`config.mk`:
```
export PLATFORM = sky130hd
export DESIGN_NAME = pipe_ctrl
export DESIGN_NICKNAME = d
export VERILOG_FILES = /design/src/rtl/pipe_ctrl.sv
export SDC_FILE = /design/constraint.sdc
export NUM_CORES = 1
export LEC_CHECK = 0
export BUFFER_PORTS_ARGS = -buffer_cell sky130_fd_sc_hd__buf_2
export CORE_AREA = 2 2 107 109
export DETAILED_ROUTE_END_ITERATION = 10
export DIE_AREA = 0 0 109 111
export PLACE_DENSITY_LB_ADDON = 0.2
export SYNTH_ARGS = -nofsm -noshare
export SYNTH_HDL_FRONTEND = slang
export SYNTH_SLANG_ARGS = --single-unit
```
`constraint.sdc`:
```
create_clock -name clk -period 2.7 [get_ports clk]
set_clock_uncertainty 0.2 [all_clocks]
set_input_delay 0.27 -clock clk [delete_from_list [all_inputs] [get_ports clk]]
set_output_delay 0.27 -clock clk [all_outputs]
set_load 0.02 [all_outputs]
```
`src/rtl/pipe_ctrl.sv`:
```
// Pipeline sequencing controller: memory-wait FSM, branch/hazard arbitration
// for the pipeline register controls, and saturating stall/flush statistics.
module pipe_ctrl #(
    parameter int unsigned BIT_NUMBER  = 32,
    parameter int unsigned MEM_TIMEOUT = 64
) (
    input  logic                  clk,
    input  logic                  rst,
    input  logic                  hazard,
    input  logic                  branch_taken,
    input  logic                  mem_req,
    input  logic                  sram_ready,
    input  logic                  clr_stats,
    output logic                  freeze_pc,
    output logic                  flush_if_id,
    output logic                  flush_id_exe,
    output logic                  freeze_all,
    output logic                  mem_error,
    output logic [BIT_NUMBER-1:0] stall_cnt,
    output logic [BIT_NUMBER-1:0] flush_cnt
);

    localparam int unsigned WAIT_W = $clog2(MEM_TIMEOUT + 1);

    typedef enum logic {
        RUN      = 1'b0,
        MEM_WAIT = 1'b1
    } state_t;

    state_t            state;
    state_t            state_nxt;
    logic              pend_br;
    logic [WAIT_W-1:0] wait_cnt;
    logic              flush_eff;
    logic              hazard_stall;

    // State register; reset aborts any memory wait
    always_ff @(posedge clk or negedge rst) begin
        if (!rst) begin
            state <= RUN;
        end else begin
            state <= state_nxt;
        end
    end

    // Next state and control outputs; everything held at 0 while in reset
    always_comb begin
        state_nxt    = state;
        freeze_all   = 1'b0;
        freeze_pc    = 1'b0;
        flush_if_id  = 1'b0;
        flush_id_exe = 1'b0;
        flush_eff    = 1'b0;
        hazard_stall = 1'b0;
        if (rst) begin
            case (state)
                RUN: begin
                    if (mem_req && !sram_ready) begin
                        state_nxt  = MEM_WAIT;
                        freeze_all = 1'b1;
                    end
                end
                MEM_WAIT: begin
                    if (sram_ready) begin
                        state_nxt = RUN;
                    end else begin
                        freeze_all = 1'b1;
                    end
                end
                default: state_nxt = RUN;
            endcase
            // Memory freeze masks everything; a branch (new or deferred) beats a hazard
            if (!freeze_all) begin
                if (branch_taken || pend_br) begin
                    flush_eff    = 1'b1;
                    flush_if_id  = 1'b1;
                    flush_id_exe = 1'b1;
                end else if (hazard) begin
                    hazard_stall = 1'b1;
                    freeze_pc    = 1'b1;
                    flush_id_exe = 1'b1;
                end
            end
        end
    end

    // Remember a branch resolved while frozen until its flush can be applied
    always_ff @(posedge clk or negedge rst) begin
        if (!rst) begin
            pend_br <= 1'b0;
        end else if (branch_taken && freeze_all) begin
            pend_br <= 1'b1;
        end else if (flush_eff) begin
            pend_br <= 1'b0;
        end
    end

    // Memory wait watchdog: saturating wait counter and sticky timeout flag
    always_ff @(posedge clk or negedge rst) begin
        if (!rst) begin
            wait_cnt  <= '0;
            mem_error <= 1'b0;
        end else if (state == RUN) begin
            wait_cnt <= '0;
        end else if (!sram_ready && (wait_cnt != WAIT_W'(MEM_TIMEOUT))) begin
            wait_cnt <= wait_cnt + WAIT_W'(1);
            if (wait_cnt == WAIT_W'(MEM_TIMEOUT - 1)) begin
                mem_error <= 1'b1;
            end
        end
    end

    // Saturating performance counters; clear wins over increment
    always_ff @(posedge clk or negedge rst) begin
        if (!rst) begin
            stall_cnt <= '0;
            flush_cnt <= '0;
        end else if (clr_stats) begin
            stall_cnt <= '0;
            flush_cnt <= '0;
        end else begin
            if ((freeze_all || hazard_stall) && !(&stall_cnt)) begin
                stall_cnt <= stall_cnt + BIT_NUMBER'(1);
            end
            if (flush_eff && !(&flush_cnt)) begin
                flush_cnt <= flush_cnt + BIT_NUMBER'(1);
            end
        end
    end

endmodule

```
# Word-level counts from Yosys, hierarchy flattened
# Index checks and enable logic that the tools add are counted.
# word_totals
register_bits	74
latch_bits	0
ram_bits	0
mem_bits_ro	0
in_bits	7
output_inout_bits	69
n_memories	0
# op_classes
n_addsub	3
multipliers	0
div	0
order_cmp	0
eq_ne	3
n_shift	0
muxes	23
n_bitwise	1
reduce_logical	16
# op_table
cell	count
2-to-1 mux 32 bit	4
adder 32 x 1 -> 32 bit, second input constant	2
AND reduction 32 bit	2
2-to-1 mux 1 bit	16
2-to-1 mux 7 bit	2
adder 7 x 1 -> 7 bit, second input constant	1
== test 7 x 6 -> 1 bit, second input constant	1
!= test 7 bit, second input constant	1
nonzero test 2 bit	3
logical AND 1 bit	5
logical NOT 1 bit	3
AND reduction 3 bit	1
logical OR 1 bit	2
!= test 2 x 1 -> 1 bit, second input constant	1
case mux 1 bit (2 select lines)	1
inverter 1 bit	1

# Longest topological paths before layout
# logic_depth
word_depth	11
ltp_mapped	9
depth_no_buf	6

# Worst setup path before layout
# No wires, ideal clock.
# synth_timing
path_kind	reg2reg
from	register flush_cnt[20]
to	register flush_cnt[0]
setup_time_ns	0.124
arrival_ns	2.149
slack_ns	0.228
stages_incl_launch_ff	8
n_path_buf	2
path_cell_list	dfrtp_1 -> nand4_2 -> or4_4 -> nor4_4 -> buf_6 -> buf_12 -> nor4_1 -> o21bai_1
# synth_between
elab_chain_len	4
# synth_rtl
item	line	rtl
from (decl)	20	output logic [BIT_NUMBER-1:0] flush_cnt
from (signal assigned)	126	flush_cnt <= flush_cnt + BIT_NUMBER'(1);
AND reduction 32 bit	125	if (flush_eff && !(&flush_cnt)) begin
logical NOT 1 bit	125	
logical AND 1 bit	125	
nonzero test 2 bit (no source line)	n/a	
# No other way between the ends.
# A chain may end at the register's enable or synchronous reset.

# Final worst setup path
# layout_timing
from	register pend_br
to	register stall_cnt[25]
# layout_between
elab_chain_len	7
# layout_rtl
item	line	rtl
from (decl)	32	logic pend_br;
from (signal assigned)	90	pend_br <= 1'b0;
from (signal assigned)	92	pend_br <= 1'b1;
from (signal assigned)	94	pend_br <= 1'b0;
logical OR 1 bit	74	if (branch_taken || pend_br) begin
2-to-1 mux 1 bit	74	
2-to-1 mux 1 bit	73	if (!freeze_all) begin
2-to-1 mux 1 bit	55	if (rst) begin
logical OR 1 bit	122	if ((freeze_all || hazard_stall) && !(&stall_cnt)) begin
logical AND 1 bit	122	
nonzero test 2 bit (no source line)	n/a	
to (signal assigned)	123	stall_cnt <= stall_cnt + BIT_NUMBER'(1);
to (decl)	19	output logic [BIT_NUMBER-1:0] stall_cnt,
# No other way between the ends.

==> metrics <==
Seq. cell area 1850 sq um; pwr/cell area 471 nW/um^2; syn_nets 456; vias in the first global route 3,604; worst-path maximum fanout 12; initial detailed-routing violation count 212; core area 11,100 sq um; total number of vias 3,836; Critical Path RT 2.72 ns; switch share 0.233; initial antenna violation count 0; Clock power frac 0.481; root buf cell clkbuf_16; crit path cell chain or3b_1 > a2111oi_2 > o211ai_1 > buf_4 > nor4_1 > mux2_2; DR DRC count 0; post-place setup slack roughly 0.19 ns; highest routed layer met4; number of synthesized flops with an enable pin 0; number of synthesized register bits 74; clock slew at reported path FFs 0.06 ns; DRT met1 WL 5020 um; met2 wire len between 5000 and 6000 um; CTS tree yes; routed vias/inst 5.63; Int Power 1.87 mW; RSZ-0062 raised after global routing false; sequential fraction of the synthesis area 0.434; Worst Path Arrival 2.53 ns; Overflow after GRT 0; Leakage 2.19 nW; sequential share of power 0.462; Buf+Inv Stages, Crit Path 1; setup ws final 0.188 ns; worst skew pair latency 0.34 ns; largest net degree at the start of global routing between 40 and 50; Max VDD drop 0.211 mV; Max clock buf depth 2; max incr delay on CP roughly 0.45 ns; Final ANT Viol Nets 0; Hold Path Class in2reg; Pins Over Slew Limit 0; total track usage 0.188; Async SR Flop Fraction 1.00; actual transition at the worst max-transition pin 0.518 ns; final hold vios 0; fmax 398 MHz; first-pass GRT wire length 18,300 um; warnings from Yosys 0; Die ar. between 10,000 and 15,000 sq um; number of distinct library cells after synthesis 58; HPWL Detailed 7640 um; max cap viols 0; number of core rows 39; reg2reg start pend_br; drt wl/cell 15.7 um; Starting Density 0.385; wire length on met3 459 um; share of layout cells above drive strength 1 0.297; minimum clock period between 2 and 3 ns; CTS Buf Count 9; H-tree Lvls 3; GP Congestion 0.825; CTS Sinks 74; CP startpoint kind register; top cell family by delay on the critical path simple AND/OR/NAND/NOR gates; filler cell count between 1,000 and 1,500; status finished clean; die height 111 um; Finish-stage setup viols 0; Worst Min Path Start branch_taken; slowest CP cell or3b_1; TritonRoute pass-1 iters 4; Rel. slew slack 0.655; Post-Route WL 10,700 um; Post-Syn Area 4260 sq um; logic gate share of total power 0.057; Psw around 0.57 mW; CP Capture Type register; post-CTS sizing 0; Area Overhead vs Synth 21.5%; fin crit share 0.930; port buffer count 75; setup tns final 0 ns; Primary FF master, synth dfrtp_1; fin nets 544; Syn Inst Count 445; diodes inserted 0; Avg Cell Area, Syn 9.58 sq um; I/O pin cnt 76; Crit. Startpoint pend_br; area of the multi-input gates about 2200 sq um; type of the worst setup path reg2reg; Die X 109 um
==> stage by stage <==
stage | utilization | hold slack, ns | instances | cell area, sq um | power (mW)
after floorplan | - | -0.226 | 445 | 4260 | 1.22
after global placement | 0.441 | -0.117 | 664 | 4880 | 1.29
after detailed placement | 0.441 | -0.115 | 664 | 4880 | 1.29
after CTS | 0.468 | 0.0551 | 681 | 5180 | 2.48
after global routing | 0.468 | 0.0848 | 681 | 5180 | 2.54
final | 0.468 | 0.0628 | 681 | 5180 | 2.44
==> layer usage <==
| metal | global-route usage | vias to the layer above |
|---|---|---|
| met5 | 0 | - |
| met4 | 0.0632 | 0 |
| met3 | 0.0306 | 10 |
| met2 | 0.296 | 84 |
| met1 | 0.262 | 1879 |
| li1 | - | 1863 |
==> final cells by class <==
type	count	share of cell area
multi-input cells	336	0.428
clock inverters	6	0.0111
repair buffers	99	0.115
inverters	13	0.00942
clock buffers	10	0.0442
flip-flops and latches	74	0.358
well taps	143	0.0345
==> path summary, 6_finish.rpt <==
kind / end / slack [ns] / cells after the start
worst max-delay path: stall_cnt[25] / 0.19 / 6
worst min-delay path: pend_br / 0.06 / 3
worst max register to register: stall_cnt[25] / 0.19 / 6
worst min register to register: mem_error / 0.27 / 1
max in group asynchronous: flush_cnt[27] / 1.54 / 3
min in group asynchronous: pend_br / 0.08 / 2
==> kinds of logic after synthesis <==
logic type	share of synthesized area
mux	0.00998
xor+xnor	0.0247
fa+ha+maj	0.0117
flops	0.434
simple gates	0.276
buf+inv	0.0461
compound gates	0.197
==> flip-flops by register name, summed over array words and instances, names as in the netlist <==
name and cells:
flush_cnt 32, state 1, mem_error 1, stall_cnt 32
wait_cnt 7, pend_br 1
==> worst min-delay path: stages <==
cell and delay [ns]:
buf_2 0.11, a21oi_1 0.06, a21oi_1 0.11
==> layout by cell type, fill, tap and decap left out, drive strengths merged, types with 2 or more instances in the layout <==
cell    instances
nor2b           4
mux2            2
nor2           24
nor3            3
xnor2           7
nand4          25
xor2            5
dfrtp          74
clkinv          4
clkbuf         10
inv            13
buf            98
mux2i           2
nand3          17
o31a            4
a21oi          52
nand2b          2
o21ba           5
o31ai          23
o21ai          30
and2            7
o21bai          2
and4            3
ha              4
or2             2
or3            28
nor4           13
or4            25
nand2          36
==> cells in the mapped netlist, types with 2 or more instances <==
master | number | share of area
and4_1 | 3 | 0.0062
or4_1 | 19 | 0.033
clkbuf_1 | 11 | 0.0097
or2_2 | 2 | 0.0029
nand3_1 | 17 | 0.020
nor4_4 | 2 | 0.010
o21ai_2 | 7 | 0.014
or4_4 | 4 | 0.011
a21oi_1 | 39 | 0.046
o31ai_1 | 21 | 0.037
o21bai_1 | 2 | 0.0035
xnor2_1 | 7 | 0.014
ha_1 | 4 | 0.012
or3_1 | 27 | 0.040
o31a_1 | 4 | 0.0082
nand4_2 | 2 | 0.0059
buf_2 | 3 | 0.0035
or4_2 | 2 | 0.0041
o21ba_2 | 4 | 0.0094
nand4_4 | 2 | 0.010
nand4_1 | 21 | 0.031
buf_4 | 2 | 0.0035
dfrtp_1 | 74 | 0.43
nand2b_1 | 2 | 0.0029
nor2b_1 | 4 | 0.0059
inv_1 | 12 | 0.011
buf_6 | 3 | 0.0079
nor3_1 | 2 | 0.0023
a21oi_2 | 13 | 0.027
nor4_1 | 11 | 0.016
and2_1 | 7 | 0.010
mux2i_1 | 2 | 0.0047
mux2_2 | 2 | 0.0053
xor2_1 | 5 | 0.010
nand2_1 | 36 | 0.032
o21ai_0 | 22 | 0.026
nor2_1 | 24 | 0.021
==> power groups by stage <==
| stage | registers (mW) | clock network (mW) | logic [mW] |
|---|---|---|---|
| final | 1.13 | 1.17 | 0.139 |
| after global routing | 1.13 | 1.25 | 0.156 |
| after floorplan | 1.15 | 0 | 0.0701 |
| after global placement | 1.15 | 0 | 0.141 |
| after detailed placement | 1.15 | 0 | 0.142 |
| after CTS | 1.13 | 1.20 | 0.143 |
==> what timing repair did <==
action	4_1_cts	5_1_grt
hold endpoints to repair	75	0
setup buffers	0	0
hold buffers	1	0
(Power assumes the default switching activity.)
